--- config.mk ---
export PLATFORM = sky130hd
export DESIGN_NAME = accel_sweep_wrapper
export DESIGN_NICKNAME = d
export VERILOG_FILES = /design/src/rtl/accel_pkg.sv /design/src/rtl/accel_result_fifo.sv /design/src/rtl/accel_sweep_wrapper.sv
export SDC_FILE = /design/constraint.sdc
export NUM_CORES = 1
export LEC_CHECK = 0
export BUFFER_PORTS_ARGS = -buffer_cell sky130_fd_sc_hd__buf_2
export CORE_ASPECT_RATIO = 0.7
export CORE_MARGIN = 8
export CORE_UTILIZATION = 30
export CTS_BUF_LIST = sky130_fd_sc_hd__clkbuf_8
export DETAILED_ROUTE_END_ITERATION = 16
export GPL_TIMING_DRIVEN = 1
export PLACE_DENSITY = 0.54
export SLEW_MARGIN = 0
export SYNTH_ARGS = -nofsm -noshare
export SYNTH_HDL_FRONTEND = slang
export SYNTH_SLANG_ARGS = --single-unit
--- constraint.sdc ---
create_clock -name clk -period 4.5 [get_ports clk]
set_input_delay 0.45 -clock clk [delete_from_list [all_inputs] [get_ports clk]]
set_output_delay 0.45 -clock clk [all_outputs]
set_load 0.05 [all_outputs]
--- src/rtl/accel_pkg.sv ---
// Shared types and width helpers for the power-sweep accelerator wrapper.
package accel_pkg;

    typedef enum logic [2:0] {
        IDLE  = 3'd0,
        LOAD  = 3'd1,
        MUL   = 3'd2,
        PUSH  = 3'd3,
        DRAIN = 3'd4,
        DONE  = 3'd5
    } state_t;

    function automatic int ptr_w(input int depth);
        return (depth > 1) ? $clog2(depth) : 1;
    endfunction

    // Result width large enough that x^e never saturates for x < 2^VW, e <= 2^UW.
    function automatic int def_rw(input int vw, input int uw);
        return vw << uw;
    endfunction

endpackage

--- src/rtl/accel_result_fifo.sv ---
// Synchronous result FIFO with registered full/empty; head reads as zero when empty.
module accel_result_fifo
    import accel_pkg::*;
#(
    parameter int W     = 21,
    parameter int DEPTH = 4
) (
    input  logic         clk,
    input  logic         rst,
    input  logic         wr_en,
    input  logic [W-1:0] wr_data,
    input  logic         rd_en,
    output logic [W-1:0] rd_data,
    output logic         full,
    output logic         empty
);

    localparam int PW = ptr_w(DEPTH);
    localparam logic [PW:0] FULL_CNT = (PW + 1)'(DEPTH);

    logic [W-1:0]  mem [DEPTH];
    logic [PW-1:0] wr_ptr;
    logic [PW-1:0] rd_ptr;
    logic [PW:0]   count;
    logic [PW:0]   count_next;
    logic          push_ok;
    logic          pop_ok;

    // Flags are registered, so a push into a full FIFO is refused even if a pop frees a slot.
    assign push_ok = wr_en && !full;
    assign pop_ok  = rd_en && !empty;

    always_comb begin
        count_next = count;
        if (push_ok && !pop_ok)
            count_next = count + 1'b1;
        else if (pop_ok && !push_ok)
            count_next = count - 1'b1;
    end

    always_ff @(posedge clk or negedge rst) begin
        if (!rst) begin
            wr_ptr <= '0;
            rd_ptr <= '0;
            count  <= '0;
            full   <= 1'b0;
            empty  <= 1'b1;
        end else begin
            if (push_ok)
                wr_ptr <= wr_ptr + 1'b1;
            if (pop_ok)
                rd_ptr <= rd_ptr + 1'b1;
            count <= count_next;
            full  <= (count_next == FULL_CNT);
            empty <= (count_next == '0);
        end
    end

    always_ff @(posedge clk) begin
        if (push_ok)
            mem[wr_ptr] <= wr_data;
    end

    assign rd_data = empty ? '0 : mem[rd_ptr];

endmodule

--- src/rtl/accel_sweep_wrapper.sv ---
// Sweeps x = 0..V computing x^(U+1) with a one-multiply-per-cycle datapath, streaming
// saturating results through a FIFO to the memory writer.
module accel_sweep_wrapper
    import accel_pkg::*;
#(
    parameter int VW         = 5,
    parameter int UW         = 2,
    parameter int RW         = def_rw(VW, UW),
    parameter int FIFO_DEPTH = 4
) (
    input  logic          clk,
    input  logic          rst,
    input  logic          start,
    input  logic [UW-1:0] U,
    input  logic [VW-1:0] V,
    input  logic          wr_ready,
    output logic          busy,
    output logic          done,
    output logic          wr_req,
    output logic [RW:0]   wr_data,
    output logic [2:0]    state_dbg
);

    // wr_req/wr_ready form a valid/ready pair: wr_data is stable while wr_req is high and
    // not yet accepted; a word transfers on any rising edge where both are high.

    state_t           state;
    logic [UW-1:0]    u_r;
    logic [VW-1:0]    v_r;
    logic [VW-1:0]    x;
    logic [RW-1:0]    acc;
    logic             ovf_r;
    logic [UW:0]      k;
    logic [UW:0]      e;
    logic [RW+VW-1:0] prod;
    logic             fifo_full;
    logic             fifo_empty;
    logic             push;

    assign e    = {1'b0, u_r} + {{UW{1'b0}}, 1'b1};
    assign prod = {{VW{1'b0}}, acc} * {{RW{1'b0}}, x};
    assign push = (state == PUSH) && !fifo_full;

    always_ff @(posedge clk or negedge rst) begin
        if (!rst) begin
            state <= IDLE;
            u_r   <= '0;
            v_r   <= '0;
            x     <= '0;
            acc   <= '0;
            ovf_r <= 1'b0;
            k     <= '0;
            busy  <= 1'b0;
            done  <= 1'b0;
        end else begin
            done <= 1'b0;
            case (state)
                IDLE: begin
                    if (start) begin
                        u_r   <= U;
                        v_r   <= V;
                        x     <= '0;
                        busy  <= 1'b1;
                        state <= LOAD;
                    end
                end
                LOAD: begin
                    acc   <= {{(RW-1){1'b0}}, 1'b1};
                    k     <= '0;
                    ovf_r <= 1'b0;
                    state <= MUL;
                end
                MUL: begin
                    k <= k + 1'b1;
                    // Once saturated, stay saturated even if a later factor is zero-free.
                    if (prod[RW+VW-1:RW] != '0 || ovf_r) begin
                        acc   <= '1;
                        ovf_r <= 1'b1;
                    end else begin
                        acc <= prod[RW-1:0];
                    end
                    if ((k + 1'b1) == e)
                        state <= PUSH;
                end
                PUSH: begin
                    if (!fifo_full) begin
                        if (x == v_r) begin
                            state <= DRAIN;
                        end else begin
                            x     <= x + 1'b1;
                            state <= LOAD;
                        end
                    end
                end
                DRAIN: begin
                    if (fifo_empty) begin
                        done  <= 1'b1;
                        busy  <= 1'b0;
                        state <= DONE;
                    end
                end
                DONE: begin
                    state <= IDLE;
                end
                default: begin
                    state <= IDLE;
                end
            endcase
        end
    end

    accel_result_fifo #(
        .W     (RW + 1),
        .DEPTH (FIFO_DEPTH)
    ) u_fifo (
        .clk     (clk),
        .rst     (rst),
        .wr_en   (push),
        .wr_data ({ovf_r, acc}),
        .rd_en   (wr_ready),
        .rd_data (wr_data),
        .full    (fifo_full),
        .empty   (fifo_empty)
    );

    assign wr_req    = !fifo_empty;
    assign state_dbg = state;

endmodule
==> summary.md <==
| Metric | Value |
|---|---|
| Outcome | `complete, but fails checks` |
| Violations in the final reports | `negative setup slack` |
| Number of buffers created by CTS | `17` |
| Pin count of the biggest net entering global routing | `51` |
| Fin cells | `1271` |
| # DRC | `0` |
| Prevailing post-synth register cell | `sky130_fd_sc_hd__edfxtp_1` |
| Vias in the first global route | `6117` |
| Hold WC Path Type | `in -> async` |
| Per-cell via count in the routed design | `~4.6` |
| WL/cell | `between 15 and 20 um` |
| Worst-Skew Late Latency | `roughly 0.46 ns` |
| Area of the core | `28800 um2` |
| Starting density of the core | `a little under a third` |
| Maximum clock rate | `212 MHz` |
| IR Drop Worst-Case VDD | `361 uV` |
| Area added between synthesis and finish | `24.8%` |
| Placed wire-length estimate | `15600 um` |
| CP arrival | `5.06 ns` |
| Number of max-slew violations in the final report | `0` |
| Clock net sink count | `134` |
| Power Dens Cells | `between 400 and 500 nW/um2` |
| Critical path required time | `4.85 ns` |
| Die area | `34900 um2` |
| Clock Skews | `~0.011 ns` |
| Avg Cell Area, Syn | `between 10 and 15 um2` |
| Clock tree from TritonCTS | `yes` |
| Relative slew margins | `roughly 28%` |
| Worst setup timing slack at the placement stage | `-0.434 ns` |
| ANT nets after route | `0` |
| Row count | `52` |
| Least setup slack across all paths after layout | `-0.211 ns` |
| Gate family responsible for the most delay along the worst path | `adder cells` |
| Type of destination of the critical path | `flop` |
| First-pass GRT wire length | `between 30000 and 40000 um` |
| 1st-iter DRT viols | `about 430` |
| Number of flops mapped to enable cells by yosys | `84` |
| Part of the Yosys area used for sequential elements | `roughly 43%` |
| Portion of the clock cycle consumed by the worst path in the final layout | `105%` |
| Number of antenna violations at the first check in global routing | `0` |
| Library cells used by synthesis | `62` |
| Instance count of the mapped netlist | `742` |
| Synthesis Warnings | `0` |
| Number of inserted diodes | `0` |
| Final GP Congestion | `around 0.86` |
| Final hold violation count | `0` |
| Height of the die | `between 150 and 200 um` |
| Highest cell delay on the worst timing path | `between 0.5 and 0.6 ns` |
| Max-cap viol count | `0` |
| Net Count, Synth | `849` |
| H-tree depth | `4` |
| Post-layout min period | `4.71 ns` |
| CTS clock-pin slew for the worst setup and hold paths | `0.09 ns` |
| Vias post-DR | `approximately 5900` |
| Ratio of cells with drive above 1 in the final layout | `32.1%` |
| Largest buffer count on any clock path | `2` |
| Number of buffers and inverters on the critical path | `4` |
| Total of endpoints with negative setup slack in the final report | `20` |
| Worst path most repeated cell | `sky130_fd_sc_hd__fa_1` |
| Crit path max fanout | `19` |
| Static Leak | `4.79 nW` |
| Overall track demand over capacity in global routing | `12.9%` |
| Highest-delay cell along the critical path | `sky130_fd_sc_hd__fa_1` |
| Final #Nets | `987` |
| Total Neg Setup Slack | `-3.90 ns` |
| Cell Chain, Critical Path | `buf_12 > and2_4 > fa_1 > fa_1 > inv_2 > fa_1 > inv_2 > ha_4 > o211ai_1 > o211ai_1 > a31oi_4 > o21ai_1 > xnor2_1 > nand3_1 > o31a_1 > buf_12 > a221o_1` |
| Routed wire length | `21300 um` |
| Count of port buffers added during placement | `37` |
| Mapped Area | `8740 um2` |
| Count of state elements after synthesis | `~130` |
| Kind of critical path | `reg -> reg` |
| Actual slew at the worst max-slew pin | `1.09 ns` |
| Placed cell count | `1222` |
| Number of search-and-repair iterations in the first detailed-routing pass | `4` |
| Startpoint types | `flop` |
| Top-level I/O count | `38` |
| Fraction of registers with async set/reset | `37.3%` |
| Buffer type at the clock tree root | `sky130_fd_sc_hd__clkbuf_8` |
| Grt ovf | `0` |
| Die Wd | `between 200 and 250 um` |
| Unrepaired setup endpoints after global routing | `yes` |
-- kinds of logic after synthesis --
logic type / after synthesis / share of synthesized area, %
AOI/OAI and AO/OA: 109 / 9.16
xor gates and xnor gates: 36 / 3.61
adders and majority gates: 96 / 18.4
buffers and inverters: 115 / 5.17
DFF: 134 / 43.2
muxes: 29 / 6.43
and+or+nand+nor: 223 / 14.1
-- metal layers --
layer	track usage [%]	vias up	routed length (um)	part of all wire (%)
met4	3.16	0	142	0.67
met1	21.0	2897	11600	55
li1	-	2851	-	-
met5	0	-	0	0
met2	16.5	106	8300	39
met3	3.02	12	1230	5.8
-- Yosys cell counts, drive strengths merged, types with 5 or more instances --
cell type | number | area, um2
dfrtp | 49 | 1230
buf | 8 | 50.0
o21ai | 22 | 110
inv | 76 | 285
a21o | 6 | 45.0
nand3 | 8 | 40.0
nor2 | 24 | 90.1
ha | 42 | 526
a21oi | 24 | 128
nand2 | 45 | 169
nor2b | 5 | 31.3
fa | 54 | 1080
clkbuf | 31 | 116
mux2 | 7 | 78.8
mux4 | 21 | 473
edfxtp | 84 | 2520
xor2 | 15 | 131
a211oi | 8 | 70.1
xnor2 | 21 | 184
a221o | 18 | 180
nand4 | 8 | 50.1
nor3 | 6 | 30.0
and2 | 106 | 663
-- timing repair --
item	in CTS	in global routing
setup endpoints to repair	21	21
gates cloned	0	0
pin swaps	20	7
hold buffers	0	0
resized for setup	32	21
buffers inserted	16	3
-- cell type report --
class                   instances  area [um2]
inverters                      76         285
repair buffers                158        1190
clock buffers                  17         234
clock inverters                15         144
well taps                     378         473
multi-input cells             493        4810
fillers                      2860       17800
flip-flops and latches        134        3780
-- state kept, by name, summed over array words and instances (netlist names), 3 cells and up --
| signal | count |
|---|---|
| u_fifo.mem | 84 |
| u_fifo.count | 3 |
| v_r | 5 |
| state_dbg | 3 |
| x | 5 |
| acc | 20 |
| k | 3 |
-- per-stage QoR --
step | cell area, um2 | hold WS (ns) | utilization, % | total power, W
floorplan | 8890 | 0.154 | - | 0.00320
global placement | 10200 | 0.456 | 35.4 | 0.00372
detailed placement | 10200 | 0.464 | 35.4 | 0.00374
CTS | 10800 | 0.0798 | 37.7 | 0.00480
global route | 10900 | 0.125 | 37.9 | 0.00500
finish | 10900 | 0.0911 | 37.9 | 0.00470
-- path summary, 6_finish.rpt --
path	from	end	slack, ns	cells past startpoint
min in group clk	V[0]	v_r[0]$_DFFE_PN0P_	0.21	2
max in group asynchronous	rst	x[4]$_DFFE_PN0P_	3.91	2
setup reg to reg	x[2]$_DFFE_PN0P_	acc[5]$_DFFE_PN0P_	-0.21	17
hold reg to reg	u_fifo.count[2]$_DFF_PN0_	u_fifo.count[2]$_DFF_PN0_	0.48	1
hold / removal	rst	v_r[0]$_DFFE_PN0P_	0.09	2
setup / recovery	x[2]$_DFFE_PN0P_	acc[5]$_DFFE_PN0P_	-0.21	17
-- where the power goes --
| group | internal [W] | switching (W) | total [W] |
|---|---|---|---|
| registers | 0.00158 | 0.000186 | 0.00177 |
| clock network | 0.000450 | 0.000556 | 0.00101 |
| logic | 0.000682 | 0.00124 | 0.00193 |
-- placed cells by master, fill, tap and decap left out, types with 3 or more instances in the layout --
| master | Yosys | routed |
|---|---|---|
| sky130_fd_sc_hd__a211oi_1 | 6 | 3 |
| sky130_fd_sc_hd__a211oi_2 | 2 | 4 |
| sky130_fd_sc_hd__a21o_1 | 6 | 6 |
| sky130_fd_sc_hd__a21oi_1 | 22 | 14 |
| sky130_fd_sc_hd__a21oi_2 | 2 | 9 |
| sky130_fd_sc_hd__a221o_1 | 18 | 18 |
| sky130_fd_sc_hd__and2_1 | 106 | 93 |
| sky130_fd_sc_hd__and2_4 | 0 | 13 |
| sky130_fd_sc_hd__buf_12 | 0 | 6 |
| sky130_fd_sc_hd__buf_2 | 1 | 37 |
| sky130_fd_sc_hd__buf_4 | 1 | 111 |
| sky130_fd_sc_hd__buf_6 | 2 | 3 |
| sky130_fd_sc_hd__clkbuf_8 | 0 | 17 |
| sky130_fd_sc_hd__clkinvlp_4 | 0 | 4 |
| sky130_fd_sc_hd__dfrtp_1 | 49 | 47 |
| sky130_fd_sc_hd__edfxtp_1 | 84 | 84 |
| sky130_fd_sc_hd__fa_1 | 54 | 54 |
| sky130_fd_sc_hd__ha_1 | 42 | 30 |
| sky130_fd_sc_hd__ha_4 | 0 | 11 |
| sky130_fd_sc_hd__inv_1 | 76 | 65 |
| sky130_fd_sc_hd__inv_2 | 0 | 12 |
| sky130_fd_sc_hd__inv_6 | 0 | 6 |
| sky130_fd_sc_hd__mux2_2 | 7 | 7 |
| sky130_fd_sc_hd__mux4_2 | 21 | 21 |
| sky130_fd_sc_hd__nand2_1 | 45 | 45 |
| sky130_fd_sc_hd__nand2b_1 | 3 | 3 |
| sky130_fd_sc_hd__nand3_1 | 8 | 8 |
| sky130_fd_sc_hd__nand3b_1 | 4 | 4 |
| sky130_fd_sc_hd__nand4_1 | 8 | 8 |
| sky130_fd_sc_hd__nor2_1 | 24 | 23 |
| sky130_fd_sc_hd__nor2b_1 | 5 | 5 |
| sky130_fd_sc_hd__nor3_1 | 6 | 5 |
| sky130_fd_sc_hd__o21ai_0 | 19 | 16 |
| sky130_fd_sc_hd__o21ai_1 | 3 | 6 |
| sky130_fd_sc_hd__o21bai_1 | 4 | 4 |
| sky130_fd_sc_hd__or3_1 | 3 | 3 |
| sky130_fd_sc_hd__xnor2_1 | 21 | 20 |
| sky130_fd_sc_hd__xor2_1 | 15 | 15 |
Note: power is estimated with default switching activity, not from simulation.
